<file path="src/rtl/avalon_bus_arbiter_if.sv">
// Avalon-MM port bundle shared by the arbiter's master-facing and slave-facing sides.
interface avalon_bus_arbiter_if #(
  parameter int ADDR_W = 32,
  parameter int DATA_W = 32
);
  logic [ADDR_W-1:0]   address;
  logic                read;
  logic                write;
  logic [DATA_W-1:0]   writedata;
  logic [DATA_W/8-1:0] byteenable;
  logic                waitrequest;
  logic [DATA_W-1:0]   readdata;

  modport master (output address, read, write, writedata, byteenable,
                  input  waitrequest, readdata);
  modport slave  (input  address, read, write, writedata, byteenable,
                  output waitrequest, readdata);
endinterface

</file>
<file path="src/rtl/avalon_bus_arbiter.sv">
// Two-master Avalon-MM arbiter in front of one slave, one transaction per grant.
// Define ARB_ROUND_ROBIN_EN for round-robin contention; otherwise m0 has fixed priority.
module avalon_bus_arbiter #(
  parameter int ADDR_W         = 32,
  parameter int DATA_W         = 32,
  parameter int TIMEOUT_CYCLES = 1024
) (
  input  logic                 clk,
  input  logic                 reset,
  avalon_bus_arbiter_if.slave  m0,
  avalon_bus_arbiter_if.slave  m1,
  avalon_bus_arbiter_if.master s,
  output logic [1:0]           grant,
  output logic                 timeout
);

  localparam int CNT_W = (TIMEOUT_CYCLES > 0) ? $clog2(TIMEOUT_CYCLES + 1) : 1;
  localparam logic [CNT_W-1:0] CNT_MAX = CNT_W'(TIMEOUT_CYCLES);

  typedef enum logic [1:0] {IDLE, GRANT0, GRANT1} state_t;

  typedef struct packed {
    logic [ADDR_W-1:0]   addr;
    logic                rd;
    logic                wr;
    logic [DATA_W-1:0]   wdata;
    logic [DATA_W/8-1:0] be;
  } req_t;

  state_t     state, state_nxt;
  logic       last_grant, last_grant_nxt;
  logic [CNT_W-1:0] stall_cnt;
  logic       m0_req, m1_req;
  req_t       m0_rq, m1_rq, sel;
  logic       m0_wait, m1_wait;

  assign m0_req = m0.read | m0.write;
  assign m1_req = m1.read | m1.write;
  assign m0_rq  = '{addr: m0.address, rd: m0.read, wr: m0.write, wdata: m0.writedata, be: m0.byteenable};
  assign m1_rq  = '{addr: m1.address, rd: m1.read, wr: m1.write, wdata: m1.writedata, be: m1.byteenable};

  always_ff @(posedge clk or posedge reset) begin
    if (reset) begin
      state      <= IDLE;
      last_grant <= 1'b1;
    end else begin
      state      <= state_nxt;
      last_grant <= last_grant_nxt;
    end
  end

  always_comb begin
    state_nxt      = state;
    last_grant_nxt = last_grant;
    case (state)
      IDLE: begin
        if (m0_req && m1_req) begin
`ifdef ARB_ROUND_ROBIN_EN
          state_nxt = last_grant ? GRANT0 : GRANT1;
`else
          state_nxt = GRANT0;
`endif
        end else if (m0_req) state_nxt = GRANT0;
        else if (m1_req)     state_nxt = GRANT1;
      end
      // A dropped request ends the grant without updating fairness history.
      GRANT0: begin
        if (!m0_req) state_nxt = IDLE;
        else if (!s.waitrequest) begin
          state_nxt      = IDLE;
          last_grant_nxt = 1'b0;
        end
      end
      GRANT1: begin
        if (!m1_req) state_nxt = IDLE;
        else if (!s.waitrequest) begin
          state_nxt      = IDLE;
          last_grant_nxt = 1'b1;
        end
      end
      default: state_nxt = IDLE;
    endcase
  end

  always_comb begin
    sel     = '0;
    m0_wait = 1'b1;
    m1_wait = 1'b1;
    grant   = 2'b00;
    case (state)
      GRANT0: begin
        sel     = m0_rq;
        m0_wait = s.waitrequest;
        grant   = 2'b01;
      end
      GRANT1: begin
        sel     = m1_rq;
        m1_wait = s.waitrequest;
        grant   = 2'b10;
      end
      default: ;
    endcase
  end

  assign s.address     = sel.addr;
  assign s.read        = sel.rd;
  assign s.write       = sel.wr;
  assign s.writedata   = sel.wdata;
  assign s.byteenable  = sel.be;
  assign m0.waitrequest = m0_wait;
  assign m1.waitrequest = m1_wait;
  assign m0.readdata   = s.readdata;
  assign m1.readdata   = s.readdata;

  // With TIMEOUT_CYCLES=0 CNT_MAX is 0, so the counter never leaves 0 and timeout never sets.
  always_ff @(posedge clk or posedge reset) begin
    if (reset) begin
      stall_cnt <= '0;
      timeout   <= 1'b0;
    end else if (state == IDLE) begin
      stall_cnt <= '0;
    end else if (s.waitrequest && stall_cnt != CNT_MAX) begin
      stall_cnt <= stall_cnt + 1'b1;
      if (stall_cnt == CNT_MAX - 1'b1) timeout <= 1'b1;
    end
  end

endmodule

</file>
<file path="src/flat_wrapper.sv">
// flat-port wrapper written by rule: the top's interface ports become plain ports
module avalon_bus_arbiter_flat 
#(
  parameter int ADDR_W         = 32,
  parameter int DATA_W         = 32,
  parameter int TIMEOUT_CYCLES = 1024
)
  (clk, reset, grant, timeout, m0_address, m0_read, m0_write, m0_writedata, m0_byteenable, m0_waitrequest, m0_readdata, m1_address, m1_read, m1_write, m1_writedata, m1_byteenable, m1_waitrequest, m1_readdata, s_address, s_read, s_write, s_writedata, s_byteenable, s_waitrequest, s_readdata);
  avalon_bus_arbiter_if #(.ADDR_W(ADDR_W), .DATA_W(DATA_W)) m0_i ();
  avalon_bus_arbiter_if #(.ADDR_W(ADDR_W), .DATA_W(DATA_W)) m1_i ();
  avalon_bus_arbiter_if #(.ADDR_W(ADDR_W), .DATA_W(DATA_W)) s_i ();
  input  logic clk;
  input  logic reset;
  output logic [1:0] grant;
  output logic timeout;
  input wire logic [$bits(m0_i.address)-1:0] m0_address;
  input wire logic [$bits(m0_i.read)-1:0] m0_read;
  input wire logic [$bits(m0_i.write)-1:0] m0_write;
  input wire logic [$bits(m0_i.writedata)-1:0] m0_writedata;
  input wire logic [$bits(m0_i.byteenable)-1:0] m0_byteenable;
  output wire logic [$bits(m0_i.waitrequest)-1:0] m0_waitrequest;
  output wire logic [$bits(m0_i.readdata)-1:0] m0_readdata;
  input wire logic [$bits(m1_i.address)-1:0] m1_address;
  input wire logic [$bits(m1_i.read)-1:0] m1_read;
  input wire logic [$bits(m1_i.write)-1:0] m1_write;
  input wire logic [$bits(m1_i.writedata)-1:0] m1_writedata;
  input wire logic [$bits(m1_i.byteenable)-1:0] m1_byteenable;
  output wire logic [$bits(m1_i.waitrequest)-1:0] m1_waitrequest;
  output wire logic [$bits(m1_i.readdata)-1:0] m1_readdata;
  output wire logic [$bits(s_i.address)-1:0] s_address;
  output wire logic [$bits(s_i.read)-1:0] s_read;
  output wire logic [$bits(s_i.write)-1:0] s_write;
  output wire logic [$bits(s_i.writedata)-1:0] s_writedata;
  output wire logic [$bits(s_i.byteenable)-1:0] s_byteenable;
  input wire logic [$bits(s_i.waitrequest)-1:0] s_waitrequest;
  input wire logic [$bits(s_i.readdata)-1:0] s_readdata;
  assign m0_i.address = m0_address;
  assign m0_i.read = m0_read;
  assign m0_i.write = m0_write;
  assign m0_i.writedata = m0_writedata;
  assign m0_i.byteenable = m0_byteenable;
  assign m0_waitrequest = m0_i.waitrequest;
  assign m0_readdata = m0_i.readdata;
  assign m1_i.address = m1_address;
  assign m1_i.read = m1_read;
  assign m1_i.write = m1_write;
  assign m1_i.writedata = m1_writedata;
  assign m1_i.byteenable = m1_byteenable;
  assign m1_waitrequest = m1_i.waitrequest;
  assign m1_readdata = m1_i.readdata;
  assign s_address = s_i.address;
  assign s_read = s_i.read;
  assign s_write = s_i.write;
  assign s_writedata = s_i.writedata;
  assign s_byteenable = s_i.byteenable;
  assign s_i.waitrequest = s_waitrequest;
  assign s_i.readdata = s_readdata;
  avalon_bus_arbiter #(.ADDR_W(ADDR_W), .DATA_W(DATA_W), .TIMEOUT_CYCLES(TIMEOUT_CYCLES)) u_core (.clk(clk), .reset(reset), .m0(m0_i), .m1(m1_i), .s(s_i), .grant(grant), .timeout(timeout));
endmodule
</file>
<file path="config.mk">
export PLATFORM = sky130hd
export DESIGN_NAME = avalon_bus_arbiter_flat
export DESIGN_NICKNAME = d
export VERILOG_FILES = /design/src/rtl/avalon_bus_arbiter_if.sv /design/src/rtl/avalon_bus_arbiter.sv /design/src/flat_wrapper.sv
export SDC_FILE = /design/constraint.sdc
export NUM_CORES = 1
export LEC_CHECK = 0
export CORE_AREA = 3 3 120 122
export DETAILED_ROUTE_END_ITERATION = 7
export DIE_AREA = 0 0 123 125
export PLACE_DENSITY = 0.62
export SLEW_MARGIN = 20
export SYNTH_ARGS = -nofsm -noshare
export SYNTH_HDL_FRONTEND = slang
export SYNTH_SLANG_ARGS = --single-unit
</file>
<file path="constraint.sdc">
create_clock -name clk -period 2.05 [get_ports clk]
set_input_delay 0.3075 -clock clk [delete_from_list [all_inputs] [get_ports clk]]
set_output_delay 0.3075 -clock clk [all_outputs]
set_load 0.01 [all_outputs]
</file>
==> run summary <==
The proportion of synthesized flip-flops having asynchronous set or reset came out at 100%. The number of buffers between clock root and the deepest sink is 2. The initial antenna violation count came to 0. Timing would allow up to 0.493 GHz.

The number of H-tree branching levels came out at 1. The number of max-slew violations in the final report was 0. The share of the clock period used by the worst path after layout is 99.0%. At the later pin of the worst-skew pair, clock insertion delay measures 0.25 ns. TritonCTS built the clock tree. The number of global-route vias before repair is 3246.

By area the synthesized netlist is led by a22oi_1 22%, buf_4 20%, nor2b_1 19%. The first global-routing pass estimated 18500 um of wire. The flip-flop and latch count after synthesis is 14. The number of buffers added by the clock tree synthesis step is 3. The flow ran to the end, and the final reports show no timing, DRC or antenna violations.

The largest net degree at the start of global routing came out at 28. For this run, design rule violations remaining after detail routing come to 0. The worst setup path is launched from a flop.

The routed metal-1 wire length came out at 5120 um. The tree built by TritonCTS fans out to 14 sinks. The measured slew at the worst slew-check pin came out at 0.535 ns. The number of enable-type register cells in the synthesized netlist is 0. The post-detailed-route via-to-cell ratio is 4.62.

The filler cell count is 1411. The total via count after detailed routing came out at 3030. The number of violations of the max-capacitance limit is 0.

The I/O pin count is 314. The wire length on met3 came out at 999 um. In this run the clock root is driven by a clkbuf_16. After synthesis, flip-flops and latches occupy 14.5% of the total area.

The routed wire length per instance came out at 19.7 um. The worst setup path is of the flop to primary output kind. The minimum period implied by the final worst setup slack is 2.03 ns. Port buffering added 217 buffers. The final setup violation count came out at 0. The synthesized netlist cell count is 322. Cells fill 35.3% of the core in the end. Summed over its instances, the top area cell type makes up 21.7% of the synthesized netlist area. By instance count, the leading cell after synthesis is nor2b_1. The total wire length after detailed routing came out at 12900 um.

The commonest register cell after synthesis is dfrtp_1. Once the floorplan was initialized, standard cells occupied 18.2% of the core. The remaining antenna violation count after routing is 0. Measured against its own limit, the worst slew margin works out to 64.3%. The all-layer global routing usage is 15.6%. Wire segments on met2 add up to 6490 um in the final route. The total power divided by cell area is 988 nW/um2. The row count is 42. For this design the static power due to leakage is 1.85 nW.

The post-synthesis instance area came out at 2420 um2. By count the netlist is led by 72 x nor2b_1, 70 x a22oi_1, 64 x buf_4. The die is 125 um tall. The post-route non-filler standard cell count is 656. Summed over all instances, the cell type with the most area after synthesis is a22oi_1. Once placement finished, the instance area stood at 4450 um2. The die extent in x is 123 um. The largest fanout of any net on the critical path is 15.

Data arrives at the worst endpoint at 1.72 ns. The placer's final routability congestion estimate came out at 0.781. The residual overflow from global routing came out at 0.

The flop-to-flop setup slack came out at 0.25 ns. The standard cell core area is 13300 um2. With fillers left out, the area of the finished cells amounts to 4690 um2.

The count of warnings emitted by yosys is 0. The relative area change from synthesis to final layout is 93.9%. The worst voltage drop across the vdd grid is 0.344 mV. The endpoint required time on the critical path is 1.74 ns. Between clock sinks in the finished design, the worst skew comes to 0.00415 ns.

The worst hold-check slack is 0.401 ns. A synthesized cell averages 7.52 um2. The number of failing hold endpoints at the final stage is 0. The post-placement cell count came out at 642. The first-pass iteration count of the detailed router is 4. The number of inserted diodes is 0.

The topmost layer with routed signal wires is met4. The die covers 15400 um2. The path type of the worst min-delay path is primary input to async pin. In this run, distinct cell masters in the synthesized netlist total 30. The DRC marker count from the first detailed-route iteration came out at 137. The final-stage net count came out at 663. The endpoint class of the critical path is a primary output.

After clock tree synthesis, the clock-pin slew on the worst setup and hold paths is 0.05 ns. The wire-length estimate of the detail-placed layout is 9520 um. Setup repair after global routing could not meet its margin everywhere.

The worst register-to-register path begins at u_core.state[0]$_DFFE_PP0P_. Counting every net in the synthesized netlist gives 504. Tracing the worst setup path back leads to its startpoint at u_core.state[1]$_DFFE_PP0P_. Cells with a size suffix above 1 make up 29.4% of the layout.
-- per-stage QoR --
step,power (mW),setup WS [ns],TNS [ns]
CTS,4.68,-0.102,-0.997
floorplan,2.09,0.176,0
finish,4.64,0.0201,0
detailed placement,3.84,-0.155,-3.16
global placement,3.78,-0.149,-1.62
global route,4.95,-0.0605,-0.289
-- critical path: stages (launching register included) --
cell and delay, ns:
dfrtp_2 0.44, buf_12 0.14, ha_4 0.18, buf_12 0.16, a22oi_1 0.21, nor2b_1 0.07
dlygate4sd2_1 0.28
-- state kept, by name, indices dropped and copies added, names as in the netlist --
name	flops
u_core.stall_cnt	11
u_core.state	2
u_core.timeout	1
-- area by class of cell --
class,count,area [um2],area share (%)
clock buffers,4,88.8,1.89
multi-input cells,212,1710,36.3
well taps,176,220,4.69
repair buffers,243,2300,49.0
flip-flops and latches,14,352,7.49
inverters,7,28.8,0.613
-- kinds of logic (layout without fill, tap and decap cells) --
family,count (synthesis),count (layout),synth area share [%]
XOR/XNOR,2,2,0.724
AND/OR/NAND/NOR,111,111,28.2
buffers and inverters,96,254,24.8
adder cells (fa/ha/maj),7,7,3.62
multiplexers,1,1,0.465
AO/OA/AOI/OAI,91,91,27.8
flip-flops,14,14,14.5
-- cell usage in the layout, fill, tap and decap left out, types with 3 or more instances in the layout --
cell | synthesis | layout
inv_1 | 7 | 5
nor2_1 | 4 | 4
ha_4 | 0 | 3
buf_6 | 0 | 3
a22oi_2 | 0 | 38
nand2_1 | 5 | 5
clkdlybuf4s50_1 | 0 | 144
or3_1 | 3 | 3
nand2b_1 | 4 | 4
buf_4 | 64 | 12
nand3_1 | 5 | 5
dfrtp_1 | 14 | 13
buf_12 | 0 | 8
clkbuf_2 | 0 | 3
clkbuf_16 | 0 | 4
nor2b_1 | 72 | 71
buf_2 | 0 | 52
a21oi_1 | 3 | 3
o2111ai_1 | 3 | 3
ha_1 | 7 | 4
a22oi_1 | 70 | 32
dlygate4sd2_1 | 0 | 11
o21ai_0 | 6 | 6
or4_1 | 5 | 5
nand4_1 | 5 | 5
-- metal layers --
layer / vias up / GRT usage (%)
li1: 1408 / -
met1: 1432 / 18.6
met2: 169 / 27.9
met3: 21 / 3.07
met4: 0 / 4.56
met5: - / 0
-- report_power, final --
| part | switching, mW | total [mW] | internal (mW) |
|---|---|---|---|
| clock network | 0.116 | 0.412 | 0.296 |
| registers | 0.0498 | 0.362 | 0.312 |
| logic | 1.84 | 3.86 | 2.02 |
| total | 2.01 | 4.64 | 2.63 |
-- final timing paths --
path / to / cells after the start
min reg2reg: u_core.timeout$_DFFE_PP0P_ / 1
max in group asynchronous: u_core.state[1]$_DFFE_PP0P_ / 2
min: u_core.stall_cnt[1]$_DFFE_PP0P_ / 2
max reg2reg: u_core.state[1]$_DFFE_PP0P_ / 7
max: s_byteenable[1] / 6
min in group clk: u_core.timeout$_DFFE_PP0P_ / 1
-- timing repair --
action	4_1_cts	5_1_grt
gates cloned	6	1
hold buffers	0	0
resized for setup	255	44
endpoints found under the setup margin	72	46
setup buffers	6	1
pin swaps	9	10
(Power assumes the default switching activity.)
